==> config.mk <==
export PLATFORM = sky130hd
export DESIGN_NAME = ps2_keyboard_fsm
export DESIGN_NICKNAME = d
export VERILOG_FILES = /design/src/rtl/ps2_pkg.sv /design/src/rtl/ps2_rx.sv /design/src/rtl/ps2_keyboard_fsm.sv
export SDC_FILE = /design/constraint.sdc
export NUM_CORES = 1
export LEC_CHECK = 0
export ABC_AREA = 1
export CORE_MARGIN = 2
export CORE_UTILIZATION = 25
export DETAILED_ROUTE_END_ITERATION = 10
export GPL_TIMING_DRIVEN = 1
export PLACE_DENSITY = 0.5
export REMOVE_ABC_BUFFERS = 1
export SLEW_MARGIN = 20
export SYNTH_ARGS = -nofsm -noshare
export SYNTH_HDL_FRONTEND = slang
export SYNTH_HIERARCHICAL = 1
export SYNTH_SLANG_ARGS = --single-unit
==> constraint.sdc <==
create_clock -name clk -period 3.7 [get_ports clk]
set_input_delay 0.555 -clock clk [delete_from_list [all_inputs] [get_ports clk]]
set_output_delay 0.555 -clock clk [all_outputs]
set_load 0.02 [all_outputs]
==> src/rtl/ps2_pkg.sv <==
// ps2_pkg: shared definitions for the PS/2 keyboard receiver.
//   SC_BREAK / SC_EXT  - Set-2 prefix bytes (break and extended)
//   dec_state_t        - prefix-tracking decoder states
//   key_map_t          - lookup result (hit flag + ASCII)
//   scan_to_ascii()    - Set-2 make code -> lowercase ASCII
package ps2_pkg;

    localparam logic [7:0] SC_BREAK = 8'hF0;
    localparam logic [7:0] SC_EXT   = 8'hE0;

    typedef enum logic [1:0] {
        ST_IDLE    = 2'd0,
        ST_EXT     = 2'd1,
        ST_BRK     = 2'd2,
        ST_EXT_BRK = 2'd3
    } dec_state_t;

    typedef struct packed {
        logic       hit;
        logic [7:0] ascii;
    } key_map_t;

    function automatic key_map_t scan_to_ascii(input logic [7:0] code);
        key_map_t r;
        r.hit   = 1'b1;
        r.ascii = 8'h00;
        case (code)
            8'h1C: r.ascii = 8'h61;  8'h32: r.ascii = 8'h62;
            8'h21: r.ascii = 8'h63;  8'h23: r.ascii = 8'h64;
            8'h24: r.ascii = 8'h65;  8'h2B: r.ascii = 8'h66;
            8'h34: r.ascii = 8'h67;  8'h33: r.ascii = 8'h68;
            8'h43: r.ascii = 8'h69;  8'h3B: r.ascii = 8'h6A;
            8'h42: r.ascii = 8'h6B;  8'h4B: r.ascii = 8'h6C;
            8'h3A: r.ascii = 8'h6D;  8'h31: r.ascii = 8'h6E;
            8'h44: r.ascii = 8'h6F;  8'h4D: r.ascii = 8'h70;
            8'h15: r.ascii = 8'h71;  8'h2D: r.ascii = 8'h72;
            8'h1B: r.ascii = 8'h73;  8'h2C: r.ascii = 8'h74;
            8'h3C: r.ascii = 8'h75;  8'h2A: r.ascii = 8'h76;
            8'h1D: r.ascii = 8'h77;  8'h22: r.ascii = 8'h78;
            8'h35: r.ascii = 8'h79;  8'h1A: r.ascii = 8'h7A;
            8'h45: r.ascii = 8'h30;  8'h16: r.ascii = 8'h31;
            8'h1E: r.ascii = 8'h32;  8'h26: r.ascii = 8'h33;
            8'h25: r.ascii = 8'h34;  8'h2E: r.ascii = 8'h35;
            8'h36: r.ascii = 8'h36;  8'h3D: r.ascii = 8'h37;
            8'h3E: r.ascii = 8'h38;  8'h46: r.ascii = 8'h39;
            8'h29: r.ascii = 8'h20;
            default: r.hit = 1'b0;
        endcase
        return r;
    endfunction

endpackage

==> src/rtl/ps2_rx.sv <==
// ps2_rx: PS/2 line receiver. Synchronises the raw lines, samples one bit per
// ps2_clk falling edge, assembles 11-bit frames and checks start/parity/stop.
//   clk, rst      system clock, async active-high reset
//   i_ps2_clk     raw PS/2 clock line
//   i_ps2_data    raw PS/2 data line
//   o_byte        last accepted data byte
//   o_byte_ready  one-cycle pulse when o_byte is loaded
module ps2_rx #(
    parameter int TIMEOUT_CYC = 5000
) (
    input  logic       clk,
    input  logic       rst,
    input  logic       i_ps2_clk,
    input  logic       i_ps2_data,
    output logic [7:0] o_byte,
    output logic       o_byte_ready
);

    localparam int WD_W = $clog2(TIMEOUT_CYC + 1);

    logic [2:0]      r_clk_sync;
    logic [2:0]      r_data_sync;
    logic            r_clk_prev;
    logic [3:0]      r_bit_cnt;
    logic [9:0]      r_shift;
    logic [WD_W-1:0] r_wd_cnt;
    logic [7:0]      r_byte;
    logic            r_byte_ready;

    logic w_fall;
    logic w_bit;
    logic w_frame_ok;

    assign w_fall = r_clk_prev & ~r_clk_sync[2];
    assign w_bit  = r_data_sync[2];
    // r_shift holds bits 0..9 with the start bit at [0]; w_bit is the stop bit.
    assign w_frame_ok = ~r_shift[0] & w_bit & (^r_shift[9:1]);

    always_ff @(posedge clk or posedge rst) begin
        if (rst) begin
            r_clk_sync   <= '1;
            r_data_sync  <= '1;
            r_clk_prev   <= 1'b1;
            r_bit_cnt    <= '0;
            r_shift      <= '0;
            r_wd_cnt     <= '0;
            r_byte       <= '0;
            r_byte_ready <= 1'b0;
        end else begin
            r_clk_sync   <= {r_clk_sync[1:0], i_ps2_clk};
            r_data_sync  <= {r_data_sync[1:0], i_ps2_data};
            r_clk_prev   <= r_clk_sync[2];
            r_byte_ready <= 1'b0;
            if (w_fall) begin
                r_wd_cnt <= WD_W'(TIMEOUT_CYC - 1);
                if (r_bit_cnt == 4'd10) begin
                    r_bit_cnt <= '0;
                    if (w_frame_ok) begin
                        r_byte       <= r_shift[8:1];
                        r_byte_ready <= 1'b1;
                    end
                end else begin
                    r_shift   <= {w_bit, r_shift[9:1]};
                    r_bit_cnt <= r_bit_cnt + 4'd1;
                end
            end else if (r_bit_cnt != 4'd0) begin
                // Watchdog: a stalled partial frame is dropped on terminal count.
                if (r_wd_cnt == '0) begin
                    r_bit_cnt <= '0;
                end else begin
                    r_wd_cnt <= r_wd_cnt - WD_W'(1);
                end
            end
        end
    end

    assign o_byte       = r_byte;
    assign o_byte_ready = r_byte_ready;

endmodule

==> src/rtl/ps2_keyboard_fsm.sv <==
// ps2_keyboard_fsm: PS/2 keyboard decoder presenting the held key as ASCII.
//   clk, rst    system clock, async active-high reset
//   ps2_clk     raw PS/2 clock line
//   ps2_data    raw PS/2 data line
//   ascii       ASCII of the held key, else RELEASE_CODE
//   key_valid   one-cycle pulse when ascii is loaded from a make code
//
// state      | meaning
// ST_IDLE    | no prefix pending; make codes load ascii
// ST_EXT     | E0 seen; next byte is an extended key (ignored) or F0
// ST_BRK     | F0 seen; next byte is the released key
// ST_EXT_BRK | E0 F0 seen; next byte is an ignored extended release
module ps2_keyboard_fsm
    import ps2_pkg::*;
#(
    parameter logic [7:0] RELEASE_CODE = 8'h31,
    parameter int         TIMEOUT_CYC  = 5000
) (
    input  logic       clk,
    input  logic       rst,
    input  logic       ps2_clk,
    input  logic       ps2_data,
    output logic [7:0] ascii,
    output logic       key_valid
);

    logic [7:0] w_byte;
    logic       w_byte_ready;
    key_map_t   w_map;

    dec_state_t r_state;
    dec_state_t w_state_nxt;
    logic [7:0] r_ascii;
    logic [7:0] w_ascii_nxt;
    logic       r_key_valid;
    logic       w_kv_nxt;

    ps2_rx #(
        .TIMEOUT_CYC (TIMEOUT_CYC)
    ) u_rx (
        .clk          (clk),
        .rst          (rst),
        .i_ps2_clk    (ps2_clk),
        .i_ps2_data   (ps2_data),
        .o_byte       (w_byte),
        .o_byte_ready (w_byte_ready)
    );

    assign w_map = scan_to_ascii(w_byte);

    always_ff @(posedge clk or posedge rst) begin
        if (rst) begin
            r_state     <= ST_IDLE;
            r_ascii     <= RELEASE_CODE;
            r_key_valid <= 1'b0;
        end else begin
            r_state     <= w_state_nxt;
            r_ascii     <= w_ascii_nxt;
            r_key_valid <= w_kv_nxt;
        end
    end

    always_comb begin
        w_state_nxt = r_state;
        w_ascii_nxt = r_ascii;
        w_kv_nxt    = 1'b0;
        if (w_byte_ready) begin
            case (r_state)
                ST_IDLE: begin
                    if (w_byte == SC_EXT) begin
                        w_state_nxt = ST_EXT;
                    end else if (w_byte == SC_BREAK) begin
                        w_state_nxt = ST_BRK;
                    end else if (w_map.hit) begin
                        w_ascii_nxt = w_map.ascii;
                        w_kv_nxt    = 1'b1;
                    end
                end
                ST_EXT: begin
                    w_state_nxt = (w_byte == SC_BREAK) ? ST_EXT_BRK : ST_IDLE;
                end
                ST_BRK: begin
                    w_state_nxt = ST_IDLE;
                    // Releasing a key other than the held one leaves ascii alone.
                    if (w_map.hit && (w_map.ascii == r_ascii)) begin
                        w_ascii_nxt = RELEASE_CODE;
                    end
                end
                ST_EXT_BRK: begin
                    w_state_nxt = ST_IDLE;
                end
                default: begin
                    w_state_nxt = ST_IDLE;
                end
            endcase
        end
    end

    assign ascii     = r_ascii;
    assign key_valid = r_key_valid;

endmodule

==> run summary <==
Slew Limit Headroom = 29.2%
CP endpoint kind = flip-flop
CTS Buffer Depth = 2
CTS tree = yes
Leakage = 1.99 nW
IO buf count = 11
die span in y = 123 um
Final setup viols = 0
Die ar. = 15100 um2
Mapped Area = 3540 um2
Slowest cell on crit path = or2_0
number of remaining DRC errors = 0
gr busiest metal = met2
Ant. Diodes = 0
GPL Wtd Cong = 0.851
fin util = 28.8%
Total GRT Usage = 11.8%
CP Data Arrival Time = 2660 ps
clock group share of total power = 24.5%
most common cell after layout, fill and taps aside = nand2_1
Rows = 43
Max Cap Viol = 0
Max Fanout on Critical Path = 21
DR pass1 iterations = 5
first-pass GRT wire length = 14400 um
Synth Register Bits = 53
Die W = 123 um
share of total power in sequential cells = 43.7%
vias per cell = 4.52
Max Fclk = 0.408 GHz
total length of routed wires = 8300 um
reg2reg path depth = 5
hold-critical path depth = 0
initial core utilization = 25.6%
area growth from synthesis to final layout = 12.6%
Peak supply drop = 0.323 mV
initial antenna violation count = 0
Cell Int Power = 1.15 mW
critical path cell sequence = or2_0 > inv_1 > nand2_1 > nand2_1 > o21ai_0
wire per inst = 11.4 um
Most used DFF post-synth = dfrtp_1
Clk Latency, worst-skew pair = 300 ps
r2r endpoint = u_rx/r_shift[3]$_DFFE_PP0P_
CTS-repair resized insts = 0
Post-DP HPWL = 6410 um
grt ovf = 0
WHS Endpoint = u_rx/r_clk_sync[1]$_DFF_PP1_
CTS H-Tree Depth = 2
largest net degree at the start of global routing = 23
Clk pin slew, worst setup/hold paths = 70 ps
root buffer cell = clkbuf_16
largest cells by area after synthesis = dfrtp_1 30%, nand2_1 21%, nor2_1 8.3%, dfstp_2 7.4%, inv_1 5.6%
Synth async-reset ratio = 100%
final non-filler cell total = 726
met1 Usage GRT = 14.9%
dpl ws = 1190 ps
combinational share of power = 31.8%
Slew Viols, Final = 0
post-synthesis sequential area ratio = 37.9%
IO Pins = 13
Yosys top cell by area = dfrtp_1
number of buffers created by CTS = 5
Hold Path Class = reg -> reg
RSZ-0062 raised after global routing = false
ANT nets after route = 0
met3 Use GR = 2.21%
Psw = 0.744 mW
post-CTS setup buffer count = 0
R2R Path Start = u_rx/r_clk_sync[2]$_DFF_PP1_
setup TNS = 0 ps
minimum clock period = 2450 ps
WS Path Type = reg -> reg
Core Footprint = 13800 um2
Yosys top cell area share = 30.4%
Layout Skew = 6.30 ps
Worst-Margin Slew = 1060 ps
CTS hold repair buffers = 0
final hold vios = 0
CP required = 3910 ps
worst reg-to-reg setup slack = 1250 ps
Ys Warns = 6
outcome = finished, final reports clean
EDFF count, synth = 0
setup ws final = 1250 ps
number of global-route vias before repair = 3181
crit share post-route = 66.3%
Hold Crit Start = u_rx/r_clk_sync[0]$_DFF_PP1_
Vias = 3282
startpoint types = flip-flop
final hold slack = 358 ps
most frequent cell on the critical path = nand2_1
global routing usage on met2 = 20.2%
Sw Share = 39.3%
synthesized area per cell = 6.63 um2
most frequent cells in the layout = 194 x nand2_1, 78 x nor2_1, 52 x inv_1, 43 x dfrtp_1, 35 x nand3_1
Placed Instances = 718
post-layout net count = 554
drt initial violations = 151
PD cells = 476 nW/um2
Worst path max stage delay = 800 ps
share of cells above drive strength 1 = 9.52%
CTS sink cnt = 53
Syn Inst Count = 533
Synth cell types = 38
## synthesized netlist by cell type, types with 2 or more instances
master    number
nor3_1         9
o21ai_1        4
nor2_2         7
xor2_1         2
nand2_4        3
o21ai_0       24
nand2_2        6
nand2_1      194
nor2_1        78
a21oi_1        2
or2_2          3
inv_1         53
nor3b_1        3
ha_1           5
dfstp_2       10
nand3b_1       3
or2_0          2
nand4_1       18
clkbuf_1       3
nand3_1       35
nand3_2        4
inv_2          6
buf_2          2
dfrtp_1       43
## metal layers
layer | routed length (um) | share of wire, %
met1 | 3930 | 47
met2 | 3940 | 47
met3 | 325 | 3.9
met4 | 103 | 1.2
met5 | 0 | 0
## sequential cells by signal (all words and copies together), names as in the netlist
signal / cells
u_rx/o_byte: 8
u_rx/o_byte_ready: 1
u_rx/r_clk_sync: 3
r_state: 2
u_rx/r_bit_cnt: 4
ascii: 7
u_rx/r_clk_prev: 1
key_valid: 1
u_rx/r_wd_cnt: 13
u_rx/r_data_sync: 3
u_rx/r_shift: 10
## cell type report
cell class	instances	area, um2
clock buffer	6	129
clock inverter	2	13.8
fill	1467	9850
inverter	60	225
multi-input combinational	413	1930
sequential	53	1340
tap	180	225
timing repair buffer	12	118
## cells by family (layout without fill, tap and decap cells)
logic type / after synthesis / in the layout / share of synthesized area [%]
xor gates and xnor gates: 3 / 3 / 0.743
buffers and inverters: 67 / 80 / 7.50
and+or+nand+nor: 371 / 371 / 47.1
AOI/OAI and AO/OA: 32 / 32 / 4.64
other: 1 / 1 / 0.106
DFF: 53 / 53 / 37.9
muxes: 1 / 1 / 0.318
adders and majority gates: 5 / 5 / 1.77
## worst max-delay path: cells and delay by family (launching register included)
family,cells,cell delay [ps]
and+or+nand+nor,3,1450
DFF,1,520
buffers and inverters,1,280
AOI/OAI and AO/OA,1,110
## power groups by stage
stage          clock network (mW)  registers, mW  logic (mW)
6_report                    0.464          0.829       0.603
5_1_grt                     0.501          0.849       0.704
4_1_cts                     0.487          0.826       0.606
3_5_place_dp                    0          0.836       0.604
3_3_place_gp                    0          0.832       0.594
2_1_floorplan                   0          0.799       0.492
## metrics by stage
step | power (mW) | cell area [um2]
4_1_cts | 1.92 | 3980
3_3_place_gp | 1.43 | 3840
5_1_grt | 2.05 | 3980
3_5_place_dp | 1.44 | 3840
2_1_floorplan | 1.29 | 3500
6_report | 1.90 | 3980
## worst max-delay path by stage
stage	startpoint	to	slack, ps	depth (start not counted)
global route	u_rx/r_clk_sync[2]$_DFF_PP1_	u_rx/r_shift[1]$_DFFE_PP0P_	970	5
detailed placement	u_rx/r_clk_sync[2]$_DFF_PP1_	u_rx/r_shift[9]$_DFFE_PP0P_	1190	4
CTS	u_rx/r_clk_sync[2]$_DFF_PP1_	u_rx/r_shift[3]$_DFFE_PP0P_	1190	5
floorplan	u_rx/o_byte[5]$_DFFE_PP0P_	ascii[1]$_DFFE_PP0P_	1800	13
finish	u_rx/r_clk_sync[2]$_DFF_PP1_	u_rx/r_shift[3]$_DFFE_PP0P_	1250	5
global placement	u_rx/r_clk_sync[2]$_DFF_PP1_	u_rx/r_shift[4]$_DFFE_PP0P_	1320	4
(Power assumes the default switching activity.)
